[src/rtl/adder_pkg.sv]
// adder_pkg: shared FSM state type and digit-count helpers for serial_adder_n
package adder_pkg;
  typedef enum logic [1:0] {IDLE, RUN, DONE} state_t;
  function automatic int ndig(input int w, input int d);
    return w / d;
  endfunction
  function automatic int cnt_w(input int w, input int d);
    return ndig(w, d) > 1 ? $clog2(ndig(w, d)) : 1;
  endfunction
endpackage

[src/rtl/serial_adder_n_if.sv]
// serial_adder_n_if: operand/result handshake bundle; ovf exists only with SERIAL_ADDER_OVF_EN
interface serial_adder_n_if #(parameter int WIDTH = 128);
  logic in_valid, in_ready, cin, sub, out_valid, out_ready, cout;
  logic [WIDTH-1:0] a, b, s;
`ifdef SERIAL_ADDER_OVF_EN
  logic ovf;
`endif
  modport master(
    output in_valid, a, b, cin, sub, out_ready,
    input in_ready, out_valid, s, cout
`ifdef SERIAL_ADDER_OVF_EN
    , ovf
`endif
  );
  modport slave(
    input in_valid, a, b, cin, sub, out_ready,
    output in_ready, out_valid, s, cout
`ifdef SERIAL_ADDER_OVF_EN
    , ovf
`endif
  );
endinterface

[src/rtl/digit_add.sv]
// digit_add: combinational DIGIT-bit ripple adder; MSB carry-in output only with SERIAL_ADDER_OVF_EN
module digit_add #(parameter int DIGIT = 8) (
  input  logic [DIGIT-1:0] x,
  input  logic [DIGIT-1:0] y,
  input  logic             ci,
  output logic [DIGIT-1:0] sum,
  output logic             co
`ifdef SERIAL_ADDER_OVF_EN
  , output logic           cm
`endif
);
  logic [DIGIT:0] c;
  assign c[0] = ci;
  for (genvar i = 0; i < DIGIT; i++) begin : g_fa
    full_adder u_fa (.x(x[i]), .y(y[i]), .ci(c[i]), .s(sum[i]), .co(c[i+1]));
  end
  assign co = c[DIGIT];
`ifdef SERIAL_ADDER_OVF_EN
  assign cm = c[DIGIT-1];
`endif
endmodule

[src/rtl/full_adder.sv]
// full_adder: one-bit full adder cell
module full_adder (
  input  logic x,
  input  logic y,
  input  logic ci,
  output logic s,
  output logic co
);
  assign s  = x ^ y ^ ci;
  assign co = (x & y) | (ci & (x ^ y));
endmodule

[src/rtl/serial_adder_n.sv]
// serial_adder_n: digit-serial add/sub, one DIGIT slice per clock LSB first; SERIAL_ADDER_OVF_EN adds signed overflow
module serial_adder_n
  import adder_pkg::*;
#(
  parameter int WIDTH = 128,
  parameter int DIGIT = 8
) (
  input logic clk,
  input logic rst,
  serial_adder_n_if.slave bus
);
  localparam int ND = ndig(WIDTH, DIGIT);
  localparam int KW = cnt_w(WIDTH, DIGIT);
  localparam logic [KW-1:0] LAST = KW'(ND - 1);
  state_t state, state_n;
  logic [WIDTH-1:0] a_sr, b_sr, s_r;
  logic [KW-1:0] k;
  logic [DIGIT-1:0] sum;
  logic carry, co, out_v, accept, fire;
`ifdef SERIAL_ADDER_OVF_EN
  logic cm, ovf_r;
`endif
  assign bus.in_ready  = state == IDLE && !rst;
  assign accept        = bus.in_valid && bus.in_ready;
  assign fire          = out_v && bus.out_ready;
  assign bus.out_valid = out_v;
  assign bus.s         = s_r;
  assign bus.cout      = carry;
  digit_add #(.DIGIT(DIGIT)) u_add (
    .x(a_sr[DIGIT-1:0]), .y(b_sr[DIGIT-1:0]), .ci(carry), .sum(sum), .co(co)
`ifdef SERIAL_ADDER_OVF_EN
    , .cm(cm)
`endif
  );
  // next state: accept -> RUN for NDIG digits -> DONE until the result is taken
  always_comb begin
    state_n = state;
    state_n = state == IDLE ? (accept ? RUN : IDLE) :
              state == RUN  ? (k == LAST ? DONE : RUN) :
                              (fire ? IDLE : DONE);
  end
  // state register
  always_ff @(posedge clk) begin
    if (rst) state <= IDLE;
    else state <= state_n;
  end
  // operand shifters, carry, result slices; out_valid rises one cycle into DONE
  always_ff @(posedge clk) begin
    if (rst) begin
      a_sr  <= '0;
      b_sr  <= '0;
      s_r   <= '0;
      carry <= 1'b0;
      k     <= '0;
      out_v <= 1'b0;
    end else begin
      out_v <= state == DONE && !fire;
      if (accept) begin
        a_sr  <= bus.a;
        b_sr  <= bus.sub ? ~bus.b : bus.b;
        carry <= bus.cin ^ bus.sub;
        k     <= '0;
      end else if (state == RUN) begin
        a_sr  <= a_sr >> DIGIT;
        b_sr  <= b_sr >> DIGIT;
        s_r[k*DIGIT +: DIGIT] <= sum;
        carry <= co;
        k     <= k + 1'b1;
      end
    end
  end
`ifdef SERIAL_ADDER_OVF_EN
  assign bus.ovf = ovf_r;
  // signed overflow from the MSB carries of the final digit
  always_ff @(posedge clk) begin
    if (rst) ovf_r <= 1'b0;
    else if (state == RUN && k == LAST) ovf_r <= cm ^ co;
  end
`endif
endmodule

[src/flat_wrapper.sv]
// flat-port wrapper written by rule: the top's interface ports become plain ports
module serial_adder_n_flat import adder_pkg::*;
#(
  parameter int WIDTH = 128,
  parameter int DIGIT = 8
)
  (clk, rst, bus_in_valid, bus_a, bus_b, bus_cin, bus_sub, bus_out_ready, bus_in_ready, bus_out_valid, bus_s, bus_cout);
  serial_adder_n_if #(.WIDTH(WIDTH)) bus_i ();
  input logic clk;
  input logic rst;
  input wire logic [$bits(bus_i.in_valid)-1:0] bus_in_valid;
  input wire logic [$bits(bus_i.a)-1:0] bus_a;
  input wire logic [$bits(bus_i.b)-1:0] bus_b;
  input wire logic [$bits(bus_i.cin)-1:0] bus_cin;
  input wire logic [$bits(bus_i.sub)-1:0] bus_sub;
  input wire logic [$bits(bus_i.out_ready)-1:0] bus_out_ready;
  output wire logic [$bits(bus_i.in_ready)-1:0] bus_in_ready;
  output wire logic [$bits(bus_i.out_valid)-1:0] bus_out_valid;
  output wire logic [$bits(bus_i.s)-1:0] bus_s;
  output wire logic [$bits(bus_i.cout)-1:0] bus_cout;
  assign bus_i.in_valid = bus_in_valid;
  assign bus_i.a = bus_a;
  assign bus_i.b = bus_b;
  assign bus_i.cin = bus_cin;
  assign bus_i.sub = bus_sub;
  assign bus_i.out_ready = bus_out_ready;
  assign bus_in_ready = bus_i.in_ready;
  assign bus_out_valid = bus_i.out_valid;
  assign bus_s = bus_i.s;
  assign bus_cout = bus_i.cout;
  serial_adder_n #(.WIDTH(WIDTH), .DIGIT(DIGIT)) u_core (.clk(clk), .rst(rst), .bus(bus_i));
endmodule
[config.mk]
export PLATFORM = sky130hd
export DESIGN_NAME = serial_adder_n_flat
export DESIGN_NICKNAME = d
export VERILOG_FILES = /design/src/rtl/adder_pkg.sv /design/src/rtl/serial_adder_n_if.sv /design/src/rtl/digit_add.sv /design/src/rtl/full_adder.sv /design/src/rtl/serial_adder_n.sv /design/src/flat_wrapper.sv
export SDC_FILE = /design/constraint.sdc
export NUM_CORES = 1
export LEC_CHECK = 0
export BUFFER_PORTS_ARGS = -buffer_cell sky130_fd_sc_hd__buf_4
export CAP_MARGIN = 15
export CORE_MARGIN = 2
export CORE_UTILIZATION = 30
export CTS_BUF_LIST = sky130_fd_sc_hd__clkbuf_4
export DETAILED_ROUTE_END_ITERATION = 6
export HOLD_SLACK_MARGIN = 0.03
export SLEW_MARGIN = 10
export SYNTH_ARGS = -nofsm -noshare
export SYNTH_HDL_FRONTEND = slang
export SYNTH_SLANG_ARGS = --single-unit
[constraint.sdc]
create_clock -name clk -period 7.5 [get_ports clk]
set_input_delay 0.375 -clock clk [delete_from_list [all_inputs] [get_ports clk]]
set_output_delay 0.375 -clock clk [all_outputs]
set_load 0.03 [all_outputs]
* Word level (Yosys, flattened, before mapping)
Cells that the tools add are included.
W data, S select, Z words.
** Operators by class
- Equal/unequal tests :: 3
- Bitwise logic cells :: 43
- Reductions and logical operators :: 10
- Shift operators :: 2
- Add/subtract/negate cells :: 2
- Multiplexer cells :: 13
- Multipliers :: 0
- Order comparisons :: 0
- Div/mod/pow operators :: 0
** Operators with widths (number)
- $mux W128 :: 5
- $bwmux W128 :: 1
- $not A128 Y128 :: 1
- $shift A8 B34 Y128 const A :: 1
- $shiftx A8 B34 Y128 :: 1
- $neg A7 Y34 :: 1
- $xor A1 B1 Y1 :: 17
- $and A1 B1 Y1 :: 16
- $mux W2 :: 4
- $or A1 B1 Y1 :: 8
- $add A4 B1 Y4 const B :: 1
- $eq A4 B4 Y1 const B :: 1
- $logic_and A1 B1 Y1 :: 4
- $mux W1 :: 3
- $eq A2 B1 Y1 const B :: 1
- $eq A2 B2 Y1 const B :: 1
- $logic_not A1 Y1 :: 2
- $logic_not A2 Y1 :: 1
- $reduce_and A2 Y1 :: 1
- $reduce_bool A2 Y1 :: 1
- $reduce_or A2 Y1 :: 1
- $not A1 Y1 :: 1
** Word-level totals
- Bits in registers :: 392
- Memories kept :: 0
- Latch bits :: 0
- Memory bits (writable) :: 0
- Bits in read-only memories :: 0
- Bits of input ports :: 262

* Depth between registers and ports, before layout
- Depth in word-level cells :: 19
- Gate-level depth with buffers :: 18

* Hierarchy
From an unflattened synthesis, not the netlist that was laid out.
** Second synthesis, totals
- Cell total of the unflattened synthesis :: 2023
- Area, all modules :: 17346.6 um^2
** Modules (own cells, without submodules)
- serial_adder_n :: area an instance 17186.5 um^2, instances 1, cells each 2015, sequential area each 7847.5 um^2
- full_adder :: area an instance 20.0 um^2, instances 8, cells each 1, sequential area each 0.0 um^2

* Least setup slack after synthesis
OpenSTA, ideal clock, no wires.
- Path type :: flip-flop to flip-flop
- Start :: register u_core.carry (netlist: u_core.bus.cout)
- End :: register u_core.s_r[63] (netlist: u_core.bus.s[63])
- Clock period less this slack :: 3.908 ns
- Slack :: 3.592 ns
- Path buffers :: 1
- Data required time :: 7.372 ns
- Data arrival time :: 3.780 ns
- Stages on the path, launching flop included :: 19
- Cell sequence :: dfxtp_1 > inv_1 > fa_1 > inv_1 > fa_1 > fa_1 > inv_1 > fa_1 > fa_1 > inv_1 > fa_1 > inv_1 > fa_1 > inv_1 > fa_1 > clkbuf_1 > and2_1 > mux2i_1 > nor2_1
** Between the ends
- Longest elaborated chain between the ends :: 17
** Ends and longest elaborated chain
- start, declared :: RTL line serial_adder_n.sv:19 : logic carry, co, out_v, accept, fire;
- start signal, assigned :: RTL line serial_adder_n.sv:61 : carry <= bus.cin ^ bus.sub;
- start signal, assigned :: RTL line serial_adder_n.sv:67 : carry <= co;
- $and A1 B1 Y1 :: RTL line full_adder.sv:10 : assign co = (x & y) | (ci & (x ^ y));
- $or A1 B1 Y1 :: RTL line full_adder.sv:10
- $and A1 B1 Y1 :: RTL line full_adder.sv:10
- $or A1 B1 Y1 :: RTL line full_adder.sv:10
- $and A1 B1 Y1 :: RTL line full_adder.sv:10
- $or A1 B1 Y1 :: RTL line full_adder.sv:10
- $and A1 B1 Y1 :: RTL line full_adder.sv:10
- $or A1 B1 Y1 :: RTL line full_adder.sv:10
- $and A1 B1 Y1 :: RTL line full_adder.sv:10
- $or A1 B1 Y1 :: RTL line full_adder.sv:10
- $and A1 B1 Y1 :: RTL line full_adder.sv:10
- $or A1 B1 Y1 :: RTL line full_adder.sv:10
- $and A1 B1 Y1 :: RTL line full_adder.sv:10
- $or A1 B1 Y1 :: RTL line full_adder.sv:10
- $xor A1 B1 Y1 :: RTL line full_adder.sv:9 : assign s = x ^ y ^ ci;
- $shiftx A8 B34 Y128 (*) :: RTL line serial_adder_n.sv:66 : s_r[k*DIGIT +: DIGIT] <= sum;
- $bwmux W128 (*) :: RTL line serial_adder_n.sv:66
- end signal, assigned by index :: RTL line serial_adder_n.sv:66
- end, declared :: RTL line serial_adder_n.sv:16 : logic [WIDTH-1:0] a_sr, b_sr, s_r;
Every way passes the cells marked *; elsewhere a longest branch is shown, timed or not.
A chain may end at the register's enable or synchronous reset.

* Worst setup path after layout
- Start :: register u_core.carry (netlist: u_core.bus.cout)
- End :: register u_core.s_r[127] (netlist: u_core.bus.s[127])
Same word-level chain as after synthesis.

==> impl_summary.log <==
INFO  metric most_frequent_cells_in_the_layout = sky130_fd_sc_hd__nand2_1 (494), sky130_fd_sc_hd__buf_4 (405), sky130_fd_sc_hd__dfxtp_1 (392)
INFO  metric ys.flop_type = sky130_fd_sc_hd__dfxtp_1
INFO  metric hold_path.class = input port to register
INFO  metric layout.cells.most_common = sky130_fd_sc_hd__nand2_1
INFO  metric synth_edf_count = 0
INFO  metric dp.cells = 3058
INFO  metric max_slew.worst_pin.slew = 1.15 ns
INFO  metric max_cap_violation_count = 0
INFO  metric gpl.final_weighted_congestion = 0.829
INFO  metric layout-drive-gt1-share = 21.9%
INFO  metric synthToLayoutAreaGrowth = 44.3%
INFO  metric endpoints_failing_hold = 0
INFO  metric timing.critical_path.to_type = register
INFO  metric synth_top_area_share = 45.6%
INFO  metric cp_common_cell = sky130_fd_sc_hd__fa_1
INFO  metric antenna_found_initial = 6
INFO  metric power_density = 204 nW/um^2
INFO  metric timing.critical_path.from_type = register
INFO  metric pre_cts_ws = 3.42 ns
INFO  metric worstSkewPairLatency = 0.87 ns
INFO  metric detail_route.vias_per_cell = 5.01
INFO  metric cts-root-buf = sky130_fd_sc_hd__clkbuf_4
INFO  metric globalRouteTotalUtil = 19.9%
INFO  metric via_count_of_the_first_global_routing_pass = 17815
INFO  metric synthTopCellsByArea = sky130_fd_sc_hd__dfxtp_1 (46%), sky130_fd_sc_hd__nand2_1 (11%), sky130_fd_sc_hd__xor2_1 (6.6%), sky130_fd_sc_hd__a311oi_1 (6.6%), sky130_fd_sc_hd__a21oi_1 (5.4%)
INFO  metric max_freq = 243 MHz
INFO  metric p_leak = 0.00964 uW
INFO  metric synth.yosys.warnings = 0
INFO  metric clock_sinks = 392
INFO  metric start_point_of_the_worst_min_delay_path = bus_in_valid
INFO  metric grt_setup_unrepaired = false
INFO  metric setup_viol_count_final = 0
INFO  metric route.final.wire_length = 61100 um
INFO  metric period_minus_slack = 4.12 ns
INFO  metric path_delay_family = adder cells
INFO  metric post_route_drc_violation_count = 0
INFO  metric cts_tree = done
INFO  metric synth_async_sr_flop_share = 0%
INFO  metric timing.hold.worst_endpoint = u_core.k[3]
INFO  metric cp_data_arrival_time = 4.80 ns
INFO  metric clock_tree.htree_level_count = 3
INFO  metric crit-reg2reg-capture = u_core.bus.s[127]
INFO  metric ys_ff_latch = 392
INFO  metric largest_fanout_on_the_critical_path = 10
INFO  metric final_critical_path_setup_slack = 3.38 ns
INFO  metric crit-reg2reg-launch = u_core.bus.cout
INFO  metric whs = 0.264 ns
INFO  metric finClkSkew = 0.0450 ns
INFO  metric place.detailed.hpwl = 37000 um
INFO  metric detailedRoute.firstPassIterationCount = 7
INFO  metric timing.slew.headroom = 23.6%
INFO  metric die_h = 244 um
INFO  metric yosys.area.top_type = sky130_fd_sc_hd__dfxtp_1
INFO  metric design.core.area = 56600 sq um
INFO  metric number_of_top_level_pins = 393
INFO  metric cell_area_after_synthesis = 17200 sq um
INFO  metric start_util = 30.4%
INFO  metric synth.avg_cell_area = 8.27 sq um
INFO  metric synth.yosys.seq_area_share = 45.6%
INFO  metric die_area = 59400 sq um
INFO  metric critical_path_class = register to register
INFO  metric vdd_drop_max = 0.000112 V
INFO  metric maxSlewViolCount = 0
INFO  metric drt_iter0_drc = 1220
INFO  metric gr-total-overflow = 0
INFO  metric buffering_stage_count_on_the_worst_path_with_inverters_included = 6
INFO  metric row_count = 87
INFO  metric crit_chain = inv_1 > fa_1 > inv_1 > fa_1 > fa_1 > inv_1 > fa_1 > fa_1 > inv_1 > fa_1 > inv_1 > fa_1 > inv_1 > fa_1 > and2_1 > mux2i_1 > nor2_1
INFO  metric outcome = finished clean
INFO  metric cts_buffers = 109
INFO  metric max-clock-path-buffers = 3
INFO  metric synthesis.instances = 2083
INFO  metric global_route_wire_length_before_repair = 95500 um
INFO  metric die_boundary_width = 244 um
INFO  metric cts.clk_slew.worst_paths = 0.07 ns
INFO  metric worst_ep_required_time = 8.18 ns
INFO  metric totalNegativeSetupSlack = 0 ns
INFO  metric vias = 17762
INFO  metric rrSetupSlack = 3.38 ns
INFO  metric hold-path-cell-count = 4
INFO  metric finalNetCount = 2981
INFO  metric portbufs = 392
INFO  metric ant_nets = 0
INFO  metric fillCellCount = 5516
INFO  metric final_cells = 3544
INFO  metric post_drt_wl_per_cell = 17.2 um
INFO  metric slowest_delay = 0.63 ns
INFO  metric yosysUniqueCellTypes = 49
INFO  metric min_period_over_period = 54.9%
INFO  metric timing.reg2reg.worst_path_depth = 17
INFO  metric cell_at_the_slowest_stage_of_the_critical_path = sky130_fd_sc_hd__fa_1
INFO  metric postSynthNetCount = 2356
INFO  metric largest_net_degree_at_the_start_of_global_routing = 150
[final cells by class]
class	count	area [sq um]	share of cell area, %
Tap cell	756	946	3.81
Clock buffer	157	1180	4.74
Inverter	18	67.6	0.272
Antenna cell	6	15.0	0.0604
Sequential cell	392	7850	31.6
Multi-Input combinational cell	1484	8540	34.4
Clock inverter	28	198	0.796
Timing Repair Buffer	703	6060	24.4
[flip-flops by register name, summed over array words and instances, names as in the netlist]
name and cells:
u_core.a_sr 128, u_core.k 4, u_core.bus.cout 1, u_core.state 2
u_core.bus.s 128, u_core.b_sr 128, u_core.bus.out_valid 1
[what timing repair did]
action / in CTS / in global routing
setup buffers: 0 / 0
hold buffers: 294 / 0
endpoints found under the setup margin: 0 / 0
endpoints found under the hold margin: 322 / 0
gates resized for setup: 0 / 0
[report_power, final]
part / internal (uW) / switching, uW
logic: 364 / 474
registers: 2190 / 67.2
clock network: 1050 / 931
[worst register-to-register path: stages, from the launching register on]
cell and delay (ns):
sky130_fd_sc_hd__dfxtp_1 0.35, sky130_fd_sc_hd__inv_1 0.07, sky130_fd_sc_hd__fa_1 0.41, sky130_fd_sc_hd__inv_1 0.08, sky130_fd_sc_hd__fa_1 0.18, sky130_fd_sc_hd__fa_1 0.17, sky130_fd_sc_hd__inv_1 0.05, sky130_fd_sc_hd__fa_1 0.39
sky130_fd_sc_hd__fa_1 0.37, sky130_fd_sc_hd__inv_1 0.08, sky130_fd_sc_hd__fa_1 0.15, sky130_fd_sc_hd__inv_1 0.05, sky130_fd_sc_hd__fa_1 0.35, sky130_fd_sc_hd__inv_1 0.07, sky130_fd_sc_hd__fa_1 0.63, sky130_fd_sc_hd__and2_1 0.32
sky130_fd_sc_hd__mux2i_1 0.15, sky130_fd_sc_hd__nor2_1 0.06
[layer usage]
metal | global-route usage [%] | share of wire [%] | up-vias
met4 | 10.6 | 4.1 | 0
met2 | 33.0 | 48 | 625
met1 | 24.1 | 41 | 8437
met3 | 4.34 | 6.1 | 166
li1 | - | - | 8534
met5 | 0 | 0 | -
[per-stage QoR]
| stage | total power, uW | cell area, sq um | util (%) |
|---|---|---|---|
| after floorplan | 2720 | 17200 | - |
| after global placement | 2980 | 20500 | 36.2 |
| after detailed placement | 2990 | 20500 | 36.2 |
| after CTS | 5120 | 24800 | 43.8 |
| after global routing | 5340 | 24900 | 43.9 |
| final | 5080 | 24900 | 43.9 |
[how the worst max path moves through the flow]
stage,start,to,cells past startpoint
after detailed placement,u_core.bus.cout,u_core.bus.s[127],17
after floorplan,u_core.bus.cout,u_core.bus.s[63],18
after CTS,u_core.bus.cout,u_core.bus.s[127],17
after global routing,u_core.bus.cout,u_core.bus.s[127],17
final,u_core.bus.cout,u_core.bus.s[127],17
after global placement,u_core.bus.cout,u_core.bus.s[63],17
[cells by family after synthesis]
family / share of synthesized area [%]
adders and majority gates: 1.15
and+or+nand+nor: 19.3
DFF: 45.6
xor gates and xnor gates: 6.97
muxes: 0.930
AOI/OAI and AO/OA: 21.1
buffers and inverters: 5.03
[cell usage after synthesis, types with 3 or more instances]
library cell and count:
sky130_fd_sc_hd__nand2_1 495, sky130_fd_sc_hd__dfxtp_1 392, sky130_fd_sc_hd__a21oi_1 185, sky130_fd_sc_hd__nor2_1 155, sky130_fd_sc_hd__xor2_1 130, sky130_fd_sc_hd__a311oi_1 129, sky130_fd_sc_hd__clkbuf_1 118, sky130_fd_sc_hd__a22oi_1 112
sky130_fd_sc_hd__nand3_1 65, sky130_fd_sc_hd__buf_2 54, sky130_fd_sc_hd__o21ai_0 46, sky130_fd_sc_hd__o211ai_1 24, sky130_fd_sc_hd__nor3_1 19, sky130_fd_sc_hd__o21ai_1 19, sky130_fd_sc_hd__inv_1 18, sky130_fd_sc_hd__mux2i_1 16
sky130_fd_sc_hd__buf_1 13, sky130_fd_sc_hd__nand2b_1 12, sky130_fd_sc_hd__nand3b_1 10, sky130_fd_sc_hd__fa_1 8, sky130_fd_sc_hd__or3_1 5, sky130_fd_sc_hd__a2111oi_4 4, sky130_fd_sc_hd__and2_1 4, sky130_fd_sc_hd__o2111ai_1 4
sky130_fd_sc_hd__ha_1 3, sky130_fd_sc_hd__nor2b_1 3, sky130_fd_sc_hd__nor3_2 3, sky130_fd_sc_hd__o21ai_2 3
(Power assumes the default switching activity.)
